$ cat src/rtl/cpu_pkg.sv
// rtl/cpu_pkg.sv - shared fetch-state encoding, AXI read constants and NOP word
package cpu_pkg;

  typedef enum logic [1:0] {
    S_IDLE = 2'd0,
    S_AR   = 2'd1,
    S_R    = 2'd2,
    S_BUF  = 2'd3
  } fetch_state_e;

  localparam logic [3:0]  AXI_LEN_SINGLE = 4'd0;
  localparam logic [2:0]  AXI_SIZE_WORD  = 3'b010;
  localparam logic [1:0]  AXI_BURST_INCR = 2'b01;
  localparam logic [1:0]  AXI_RESP_OKAY  = 2'b00;
  localparam logic [31:0] NOP_INST       = 32'h0000_0013;

endpackage

$ cat src/rtl/ifid_reg.sv
// rtl/ifid_reg.sv - IF/ID pipeline register with load, hold and bubble controls
module ifid_reg #(
  parameter logic [31:0] NOP_INST = 32'h0000_0013
) (
  input  logic        clk,
  input  logic        rst_n,
  input  logic        load_i,
  input  logic        bubble_i,
  input  logic [31:0] pc_i,
  input  logic [31:0] inst_i,
  output logic [31:0] pc_o,
  output logic [31:0] inst_o,
  output logic        valid_o
);

  logic [31:0] pc_q;
  logic [31:0] inst_q;
  logic        valid_q;

  // Bubble wins over load; with neither asserted the slot holds.
  always_ff @(posedge clk or negedge rst_n) begin
    if (!rst_n) begin
      pc_q    <= 32'd0;
      inst_q  <= NOP_INST;
      valid_q <= 1'b0;
    end else if (bubble_i) begin
      pc_q    <= pc_i;
      inst_q  <= NOP_INST;
      valid_q <= 1'b0;
    end else if (load_i) begin
      pc_q    <= pc_i;
      inst_q  <= inst_i;
      valid_q <= 1'b1;
    end
  end

  assign pc_o    = pc_q;
  assign inst_o  = inst_q;
  assign valid_o = valid_q;

endmodule

$ cat src/rtl/if_fetch_axi.sv
// rtl/if_fetch_axi.sv - instruction fetch stage: one AXI4 single-beat read per PC,
// PC stall generation and IF/ID register update
module if_fetch_axi #(
  parameter int          ID_W     = 4,
  parameter logic [31:0] NOP_INST = cpu_pkg::NOP_INST
) (
  input  logic            clk,
  input  logic            rst_n,
  input  logic [31:0]     pc_in,
  input  logic            flush_ex,
  input  logic            hold_id,
  input  logic            dm_stall,
  output logic            pc_stall,
  output logic [ID_W-1:0] ARID,
  output logic [31:0]     ARADDR,
  output logic [3:0]      ARLEN,
  output logic [2:0]      ARSIZE,
  output logic [1:0]      ARBURST,
  output logic            ARVALID,
  input  logic            ARREADY,
  input  logic [ID_W-1:0] RID,
  input  logic [31:0]     RDATA,
  input  logic [1:0]      RRESP,
  input  logic            RLAST,
  input  logic            RVALID,
  output logic            RREADY,
  output logic [31:0]     ifid_pc,
  output logic [31:0]     ifid_inst,
  output logic            ifid_valid,
  output logic            fetch_err
);

  import cpu_pkg::*;

  fetch_state_e state_q;
  logic         arvalid_q;
  logic         rready_q;
  logic [31:0]  buf_data_q;
  logic [1:0]   buf_resp_q;
  logic         fetch_err_q;

  logic         complete;
  logic [31:0]  cpl_data;
  logic [1:0]   cpl_resp;
  logic         cpl_err;
  logic         ifid_load;
  logic         ifid_bubble;
  logic         unused_rid;

  assign unused_rid = ^RID;

  // A fetch completes either straight off the last R beat or from the buffer
  // once the data-memory stall clears.
  always_comb begin
    complete = 1'b0;
    case (state_q)
      S_R:     complete = RVALID & RLAST & ~dm_stall;
      S_BUF:   complete = ~dm_stall;
      default: complete = 1'b0;
    endcase
  end

  assign cpl_data = (state_q == S_BUF) ? buf_data_q : RDATA;
  assign cpl_resp = (state_q == S_BUF) ? buf_resp_q : RRESP;
  assign cpl_err  = (cpl_resp != AXI_RESP_OKAY);

  // Error responses reuse the bubble path: NOP with the slot marked invalid.
  assign ifid_bubble = complete & (flush_ex | (~hold_id & cpl_err));
  assign ifid_load   = complete & ~flush_ex & ~hold_id & ~cpl_err;

  always_ff @(posedge clk or negedge rst_n) begin
    if (!rst_n) begin
      state_q     <= S_IDLE;
      arvalid_q   <= 1'b0;
      rready_q    <= 1'b0;
      buf_data_q  <= 32'd0;
      buf_resp_q  <= AXI_RESP_OKAY;
      fetch_err_q <= 1'b0;
    end else begin
      if (complete && !flush_ex && !hold_id && cpl_err) begin
        fetch_err_q <= 1'b1;
      end
      case (state_q)
        S_IDLE: begin
          state_q   <= S_AR;
          arvalid_q <= 1'b1;
        end
        S_AR: begin
          if (ARREADY) begin
            state_q   <= S_R;
            arvalid_q <= 1'b0;
            rready_q  <= 1'b1;
          end
        end
        S_R: begin
          if (RVALID && RLAST) begin
            rready_q <= 1'b0;
            if (dm_stall) begin
              buf_data_q <= RDATA;
              buf_resp_q <= RRESP;
              state_q    <= S_BUF;
            end else begin
              state_q   <= S_AR;
              arvalid_q <= 1'b1;
            end
          end
        end
        S_BUF: begin
          if (!dm_stall) begin
            state_q   <= S_AR;
            arvalid_q <= 1'b1;
          end
        end
        default: begin
          state_q   <= S_IDLE;
          arvalid_q <= 1'b0;
          rready_q  <= 1'b0;
        end
      endcase
    end
  end

  ifid_reg #(
    .NOP_INST (NOP_INST)
  ) u_ifid_reg (
    .clk      (clk),
    .rst_n    (rst_n),
    .load_i   (ifid_load),
    .bubble_i (ifid_bubble),
    .pc_i     (pc_in),
    .inst_i   (cpl_data),
    .pc_o     (ifid_pc),
    .inst_o   (ifid_inst),
    .valid_o  (ifid_valid)
  );

  assign pc_stall  = ~complete;
  assign ARID      = '0;
  assign ARADDR    = pc_in;
  assign ARLEN     = AXI_LEN_SINGLE;
  assign ARSIZE    = AXI_SIZE_WORD;
  assign ARBURST   = AXI_BURST_INCR;
  assign ARVALID   = arvalid_q;
  assign RREADY    = rready_q;
  assign fetch_err = fetch_err_q;

endmodule
$ cat config.mk
export PLATFORM = sky130hd
export DESIGN_NAME = if_fetch_axi
export DESIGN_NICKNAME = d
export VERILOG_FILES = /design/src/rtl/cpu_pkg.sv /design/src/rtl/ifid_reg.sv /design/src/rtl/if_fetch_axi.sv
export SDC_FILE = /design/constraint.sdc
export NUM_CORES = 1
export LEC_CHECK = 0
export ABC_AREA = 1
export ABC_CLOCK_PERIOD_IN_PS = 3100
export CAP_MARGIN = 25
export CORE_MARGIN = 2
export CORE_UTILIZATION = 45
export DETAILED_ROUTE_END_ITERATION = 8
export PLACE_DENSITY = 0.94
export RECOVER_POWER = 100
export SLEW_MARGIN = 25
export SYNTH_ARGS = -nofsm -noshare
export SYNTH_HDL_FRONTEND = slang
export SYNTH_SLANG_ARGS = --single-unit
$ cat constraint.sdc
create_clock -name clk -period 3.1 [get_ports clk]
set_input_delay 0.93 -clock clk [delete_from_list [all_inputs] [get_ports clk]]
set_output_delay 0.93 -clock clk [all_outputs]
set_load 0.1 [all_outputs]
# ---- Word-level counts from Yosys, hierarchy flattened
# Index checks and enable logic that the tools add are counted.
dict set report classes {
  eq_ne 6
  mux 21
  bitwise_logic 13
  reduce_logical 14
}
# op count
set ops {}
lappend ops {{32-bit two-way mux} 5}
lappend ops {{2-bit two-way mux} 5}
lappend ops {{3-bit AND reduction} 3}
lappend ops {{2-bit case mux with 4 select lines} 1}
lappend ops {{1-bit AND} 7}
lappend ops {{1-bit two-way mux} 7}
lappend ops {{2-bit inequality test (second input constant)} 3}
lappend ops {{2-bit nonzero test} 3}
lappend ops {{1-bit inverter} 5}
lappend ops {{2-bit equality test (second input constant)} 2}
lappend ops {{1-bit logical AND} 4}
lappend ops {{1-bit case mux with 2 select lines} 2}
lappend ops {{1-bit case mux with 4 select lines} 1}
lappend ops {{2-bit by 1-bit equality test with 1-bit output (second input constant)} 1}
lappend ops {{1-bit zero test} 2}
lappend ops {{2-bit zero test} 1}
lappend ops {{2-bit AND reduction} 1}
lappend ops {{1-bit bitwise OR} 1}
dict set report totals {
  reg_bits 104
  input_bits 78
  output_inout_bits 114
}

# ---- Longest topological paths before layout
dict set report depth {
  depth_word 8
  depth_mapped 9
}

# ---- Modules after synthesis
# From an unflattened synthesis, not the netlist that was laid out.
dict set report hier_totals {
  hier_cells 593
  hier_area_um2 4976.0
}
# module instances cells_per_inst area_per_inst_um2 seq_area_each_um2
set by_module_without_submodules {}
lappend by_module_without_submodules {ifid_reg 1 281 2610.0 1630.3}
lappend by_module_without_submodules {if_fetch_axi 1 312 2366.0 975.9}

# ---- Least setup slack after synthesis
# OpenSTA, ideal clock, no wires.
dict set report synth_path {
  kind {input-to-output}
  startpoint {input RLAST}
  endpoint {output pc_stall}
  arrival_time_ns 1.756
  required_ns 2.170
  setup_slack_ns 0.414
  cell_stages 3
  n_path_buf 0
  path_cell_list {nand3_1 -> nand2_2 -> nand2_1}
}
dict set report synth_between {
  elab_chain_cells 4
}
# item line_no
set synth_rtl {}
lappend synth_rtl {{start: declaration} if_fetch_axi.sv:24} ;# input logic RLAST,
lappend synth_rtl {{1-bit AND (2 in a row)} if_fetch_axi.sv:57} ;# S_R: complete = RVALID & RLAST & ~dm_stall;
lappend synth_rtl {{1-bit case mux with 2 select lines} if_fetch_axi.sv:56} ;# case (state_q)
lappend synth_rtl {{1-bit inverter} if_fetch_axi.sv:137} ;# assign pc_stall = ~complete;
lappend synth_rtl {{end: declaration} if_fetch_axi.sv:13} ;# output logic pc_stall,
# Every way passes these cells.

# ---- Final worst setup path
# Ends and elaborated chain as after synthesis.

==> run summary <==
Layout filler cell count -> 927
Clk sink count -> 104
Cts hold-fix bufs -> 0
# rows -> 37
Total track usage -> 0.209
Outcome -> finished with violations
1st-pass router iterations -> 4
Mapped cell area -> 4840 um^2
Reg2Reg Setup Slack -> 0.52 ns
Clock skew -> 0.0179 ns
Post-synth top area cell -> dfrtp_1
CTS Root Cell -> clkbuf_8
Dpl cell area -> 6580 um^2
Max Fclk -> 0.342 GHz
Vias in the first global route -> 4,047
Max IR drop VDD -> 0.000961 V
Min Hold Slack -> 0.488 ns
NumNets Final -> 799
Aggregate global routing overflow -> 0
Antenna diode count -> 0
Maximum clock path buffer count -> 2
Flops & latches, synth -> 104
Area growth, synth to finish -> 24.4%
Largest net degree at the start of global routing -> 76
Yosys cell types -> 23
HPWL after detailed placement -> 8630 um
Worst min path class -> reg2reg
Setup CP Type -> in2out
Yosys warnings -> 0
Period utilization -> 0.943
CP Data Required Time -> 2.17 ns
PostCTS Resize Cnt -> 0
Hold-critical path depth -> 2
Worst R2R End -> u_ifid_reg.inst_o[8]$_DFFE_PN0P_
Port-buffer cells -> 174
Syn_area_per_cell -> 8.25 um^2
CTS Buf Count -> 9
Core Area -> 10,400 um^2
Die area -> 11,600 um^2
Critical path fanouts, max -> 3
IO Pins -> 192
Reg2Reg Depth -> 8
Antenna-violating nets left -> 0
Synth Instances -> 586
Worst hold start -> u_ifid_reg.inst_o[9]$_DFFE_PN0P_
Initial antenna violation count -> 0
Pwr dens -> 1170 nW/um^2
Violated checks -> capacitance limit, slew limit
Avg WL per Cell -> 13.6 um
CP Launch Type -> primary input
Vias per std cell -> 4.62
Sink of the worst hold path -> u_ifid_reg.inst_o[9]$_DFFE_PN0P_
Rel. slew slack -> -0.357
# setup viols final -> 0
Synth top area share -> 0.523
Clock slew at reported path FFs -> 0.09 ns
WL final -> 11,700 um
Setup slack after layout -> 0.177 ns
# Post-CTS Setup Buffers -> 0
Initial DRC Count -> 217
Setup total negative slack -> 0 ns
CTS tree -> done
Vias -> 3,972
First-pass GRT wire length -> 19,200 um
Worst setup path start -> RLAST
Critical R2R Launch -> state_q[1]$_DFFE_PN0P_
Layout cells sized above 1 -> 0.0927
Arr. time, crit path -> 1.99 ns
Max cap viols -> 1
Max-slew violations -> 36
Place WS -> 0.237 ns
Starting Density -> 0.466
Final Total Pwr -> 7.02 mW
Sequential fraction of the synthesis area -> 0.539
Finished Cell Area -> 6020 um^2
Placer Congestion -> 0.815
Slew @ Worst Pin -> 2.04 ns
Leakage power -> 3.16 nW
Largest cells by area after synthesis -> dfrtp_1 52%, nand2_1 16%, buf_4 7.4%
Min Clock Period, post-route -> 2.92 ns
Setup crit end kind -> output pin
Die Width -> 108 um
Drt drc -> 0
Die Y -> 108 um
H-Tree Depth -> 3
Final hold vios -> 0
Worst skew pair latency -> 0.36 ns
RSZ-0062 raised after global routing -> false
## cells in the mapped netlist
cell type	count
a22oi_1	1
o21ai_2	1
nand2_2	1
dfstp_2	3
buf_6	4
inv_1	80
inv_2	4
a21oi_1	4
o211ai_1	1
nor2_1	3
nor2_4	1
o21bai_1	2
buf_4	48
dfrtp_1	101
clkbuf_1	13
conb_1	2
nand3_2	2
ha_1	3
o21ai_0	69
nand2_1	202
nand3_1	4
o21ai_1	31
buf_2	6
## critical path: stages
cell and delay, ns:
dlygate4sd3_1 0.55, nand3_1 0.13, nand2_2 0.09, nand2_1 0.11
buf_12 0.18
## worst max path at each step
stage                     cells after the start       end  slack [ns]
after floorplan                               3  pc_stall        0.41
after global placement                        5  pc_stall        0.25
after detailed placement                      5  pc_stall        0.24
after CTS                                     5  pc_stall        0.23
after global routing                          5  pc_stall        0.09
final                                         5  pc_stall        0.18
## layer usage
layer	up-vias	track usage	share of wire
met3	9	0.0720	0.078
met5	-	0	0
li1	1991	-	-
met2	138	0.345	0.49
met1	1834	0.261	0.42
met4	0	0.0604	0.0098
## area by class of cell
type                            count  area [um^2]  share of cell area
Clock buffer                       12          155              0.0258
Sequential cell                   104         2610               0.433
Inverter                           84          315              0.0524
Multi-Input combinational cell    338         1470               0.244
Clock inverter                      4         76.3              0.0127
Tap cell                          136          170              0.0283
Timing Repair Buffer              181         1230               0.204
## state kept, by name, summed over array words and instances (netlist names)
signal / count
u_ifid_reg.valid_o: 1
RREADY: 1
fetch_err: 1
buf_resp_q: 2
state_q: 2
buf_data_q: 32
u_ifid_reg.inst_o: 32
ARVALID: 1
u_ifid_reg.pc_o: 32
## power by group
part | internal (mW) | switching [mW] | leakage (nW)
Combinational | 0.540 | 3.31 | 1.70
Sequential | 1.91 | 0.308 | 1.34
Clock | 0.502 | 0.452 | 0.113
Total | 2.95 | 4.07 | 3.16
## layout by cell type (no fill, tap or decap), drive strengths merged, types with 2 or more instances in the layout
cell type        n
clkdlybuf4s50   70
conb            13
nand2          203
dfrtp          101
nand3            6
nor2             4
clkbuf         116
bufinv           2
ha               3
a21oi            4
o21ai          101
buf              5
dlygate4sd3      2
dfstp            3
inv             84
o21bai           2
## kinds of logic after synthesis
kind of cell | after synthesis | share of synthesized area
compound gates | 109 | 0.116
fa+ha+maj | 3 | 0.00776
buf+inv | 155 | 0.165
flops | 104 | 0.539
other cells | 2 | 0.00155
simple gates | 213 | 0.171
## stage by stage
| stage | std cells | util |
|---|---|---|
| 6_report | 859 | 0.580 |
| 3_3_place_gp | 843 | 0.634 |
| 3_5_place_dp | 843 | 0.634 |
| 4_1_cts | 859 | 0.657 |
| 5_1_grt | 859 | 0.580 |
| 2_1_floorplan | 597 | - |
No activity file was read; power rests on OpenSTA's default activity.
==> variant: new RTL, same settings <==
Reset style: synchronous (`rst_n`), changed in 2 clocked blocks.
--- a/src/rtl/ifid_reg.sv
+++ b/src/rtl/ifid_reg.sv
@@ -18,7 +18,7 @@
   logic        valid_q;
 
   // Bubble wins over load; with neither asserted the slot holds.
-  always_ff @(posedge clk or negedge rst_n) begin
+  always_ff @(posedge clk) begin
     if (!rst_n) begin
       pc_q    <= 32'd0;
       inst_q  <= NOP_INST;
--- a/src/rtl/if_fetch_axi.sv
+++ b/src/rtl/if_fetch_axi.sv
@@ -68,7 +68,7 @@
   assign ifid_bubble = complete & (flush_ex | (~hold_id & cpl_err));
   assign ifid_load   = complete & ~flush_ex & ~hold_id & ~cpl_err;
 
-  always_ff @(posedge clk or negedge rst_n) begin
+  always_ff @(posedge clk) begin
     if (!rst_n) begin
       state_q     <= S_IDLE;
       arvalid_q   <= 1'b0;
Function: differs if rst_n is asserted again (counterexample within 4 cycles, from zero or initial values and one cycle with rst_n low); with rst_n held inactive, the same outputs for 10 cycles.
==> variant against the original RTL <==
- clock skew is 0.0058 ns lower
- critical endpoint unchanged
- area after synthesis is 5.1% lower
- worst setup slack got worse by 0.059 ns
- wire length increased by 1.2%
- highest routed layer unchanged
- final area is 5.7% lower
- die area is 4.9% lower
- sequential cell count is the same
Power is not compared: it rests on default switching activity, and its combinational part moved more than twofold at a synthesized area within 25%.
==> variant: results (changes against the original RTL) <==
Global route
  – Pin count of the biggest net entering global routing: 48 (was 76)
  – Initial antenna violation count: 0 (unchanged)
  – Vias in the first global route: 3971 (was 4047)
  – First-pass GRT wire length: 19.20 mm (was 19.19 mm)
  – Total GRT Usage: 0.2147 (was 0.2092)

Power and ir drop
  – Peak VDD IR: 0.3727 mV
  – Sw power: between 0.9 and 1 mW
  – LEAKAGE: 2.312 nW

Finish
  – Nets: 833 (was 799)
  – Layout cells sized above 1: 0.09908 (was 0.09267)
  – Fill count: 941 (was 927)
  – # diodes: 0 (unchanged)

Status
  – Outcome: finished, final reports clean (was finished, violations left)

Timing
  – Worst hold slack: 0.4645 ns (was 0.4876 ns)
  – Worst-Margin Slew: 1.244 ns (was 2.035 ns)
  – Final setup fails: 0 (unchanged)
  – Worst clock skew: 0.01210 ns (was 0.01789 ns)

Routing
  – Initial drt markers: 146 (was 217)
  – Routed WL per cell: 13.25 um (was 13.57 um)
  – Pre-antenna DRT Iters: 4 (unchanged)
  – Vias post-DR: 4250 (was 3972)

Yosys
  – Asr flop ratio synth: 0 (was 1.000)
  – Commonest cells in the netlist: 203 x nand2_1, 104 x dfxtp_1, 71 x a21oi_1 (was 202 x nand2_1, 101 x dfrtp_1, 80 x inv_1)
  – Post-synthesis adder-cell area fraction: 0.008174 (was 0.007760)
  – Area contributors post-synth: dfxtp_1 45%, nand2_1 17%, buf_4 8.2% (was dfrtp_1 52%, nand2_1 16%, buf_4 7.4%)
  – Register area share after synthesis: 0.4534 (was 0.5388)
  – Post-synthesis mux area share: 0 (unchanged)
  – Post-Synth XOR/XNOR Area: 0 (unchanged)
  – Synth warn: 0 (unchanged)
  – Synth Area in Compound Gates: 0.1545 (was 0.1156)
  – Count of cell types in the netlist: 24 (was 23)

Setup path
  – Family with the most delay on the worst path: buffers and inverters (unchanged)
  – Crit Path Max Fanout: 4 (was 3)
  – Slowest CP cell: dlygate4sd3_1 (unchanged)
  – Register-to-Register Setup Slack: 0.69 ns (was 0.52 ns)
  – Worst path max stage delay: 0.61 ns (was 0.55 ns)

CTS
  – CTS root buf: clkbuf_8 (unchanged)
  – H-tree Lvls: 3 (unchanged)
  – CTS resizes: 0 (unchanged)
  – TritonCTS buffer count: 9 (unchanged)
  – Worst-skew pair later-pin latency: 0.36 ns (about the same)
  – Buffer count from post-CTS setup fixing: 0 (unchanged)
  – CTS max path bufs: 2 (unchanged)
  – Clk pin slew, worst setup/hold paths: 0.10 ns

Placed design
  – Gp weighted congestion: 0.7418 (was 0.8150)
  – # port buffers: 174 (unchanged)
  – Placed wire-length estimate: 8.604 mm (was 8.627 mm)

Worst hold path
  – Hold crit path type: reg2reg (unchanged)
==> variant: final cells by class <==
class / instances / area share
clock buffer: 10 / 0.02423
clock inverter: 6 / 0.01300
inverter: 28 / 0.01851
multi-input combinational: 425 / 0.3272
sequential: 104 / 0.3666
tap: 133 / 0.02930
timing repair buffer: 184 / 0.2212
==> variant: worst reg2reg max path, stage by stage, from the launching register on <==
cell and delay [ns]:
dfxtp_1 0.40, ha_2 0.21, buf_4 0.39, nand2_2 0.15, nand2_2 0.09, nand2_4 0.05, nor2_4 0.66, nand2_1 0.20
a21oi_2 0.18
==> variant: power groups by stage <==
stage	sequential, mW	clock (mW)	combinational, mW
2_1_floorplan	1.48	0	0.397
6_report	1.37	0.886	0.605
3_3_place_gp	1.40	0	0.693
4_1_cts	1.37	0.901	0.700
3_5_place_dp	1.40	0	0.699
5_1_grt	1.37	0.959	0.637
==> variant: path summary, 6_finish.rpt <==
path	cells after the start	startpoint	end
setup / recovery	4	dm_stall	pc_stall
setup reg to reg	8	state_q[1]	u_ifid_reg.inst_o[24]
hold reg to reg	2	u_ifid_reg.inst_o[9]	u_ifid_reg.inst_o[9]
hold / removal	2	u_ifid_reg.inst_o[9]	u_ifid_reg.inst_o[9]
==> variant: through the flow <==
step | setup slack [ns] | util | cells | area (um2)
final | 0.1177 | 0.5784 | 890 | 5679
after global routing | 0.07140 | 0.5784 | 890 | 5679
after CTS | 0.1802 | 0.6594 | 890 | 6475
after detailed placement | 0.1858 | 0.6379 | 874 | 6264
after global placement | 0.2003 | 0.6379 | 874 | 6264
after floorplan | 0.4068 | - | 638 | 4633
==> variant: routing by layer <==
| layer | wire length [um] | GRT usage | vias up |
|---|---|---|---|
| li1 | - | - | 2168 |
| met1 | 4726 | 0.2510 | 1939 |
| met2 | 6164 | 0.3910 | 133 |
| met3 | 801 | 0.05739 | 10 |
| met4 | 100 | 0.04667 | 0 |
| met5 | 0 | 0 | - |
==> variant: cells by family (layout without fill, tap and decap cells) <==
family	Yosys count	count (layout)
AND/OR/NAND/NOR	276	276
AO/OA/AOI/OAI	133	133
buffers and inverters	109	228
flip-flops	104	104
adder cells (fa/ha/maj)	3	3
other	2	13
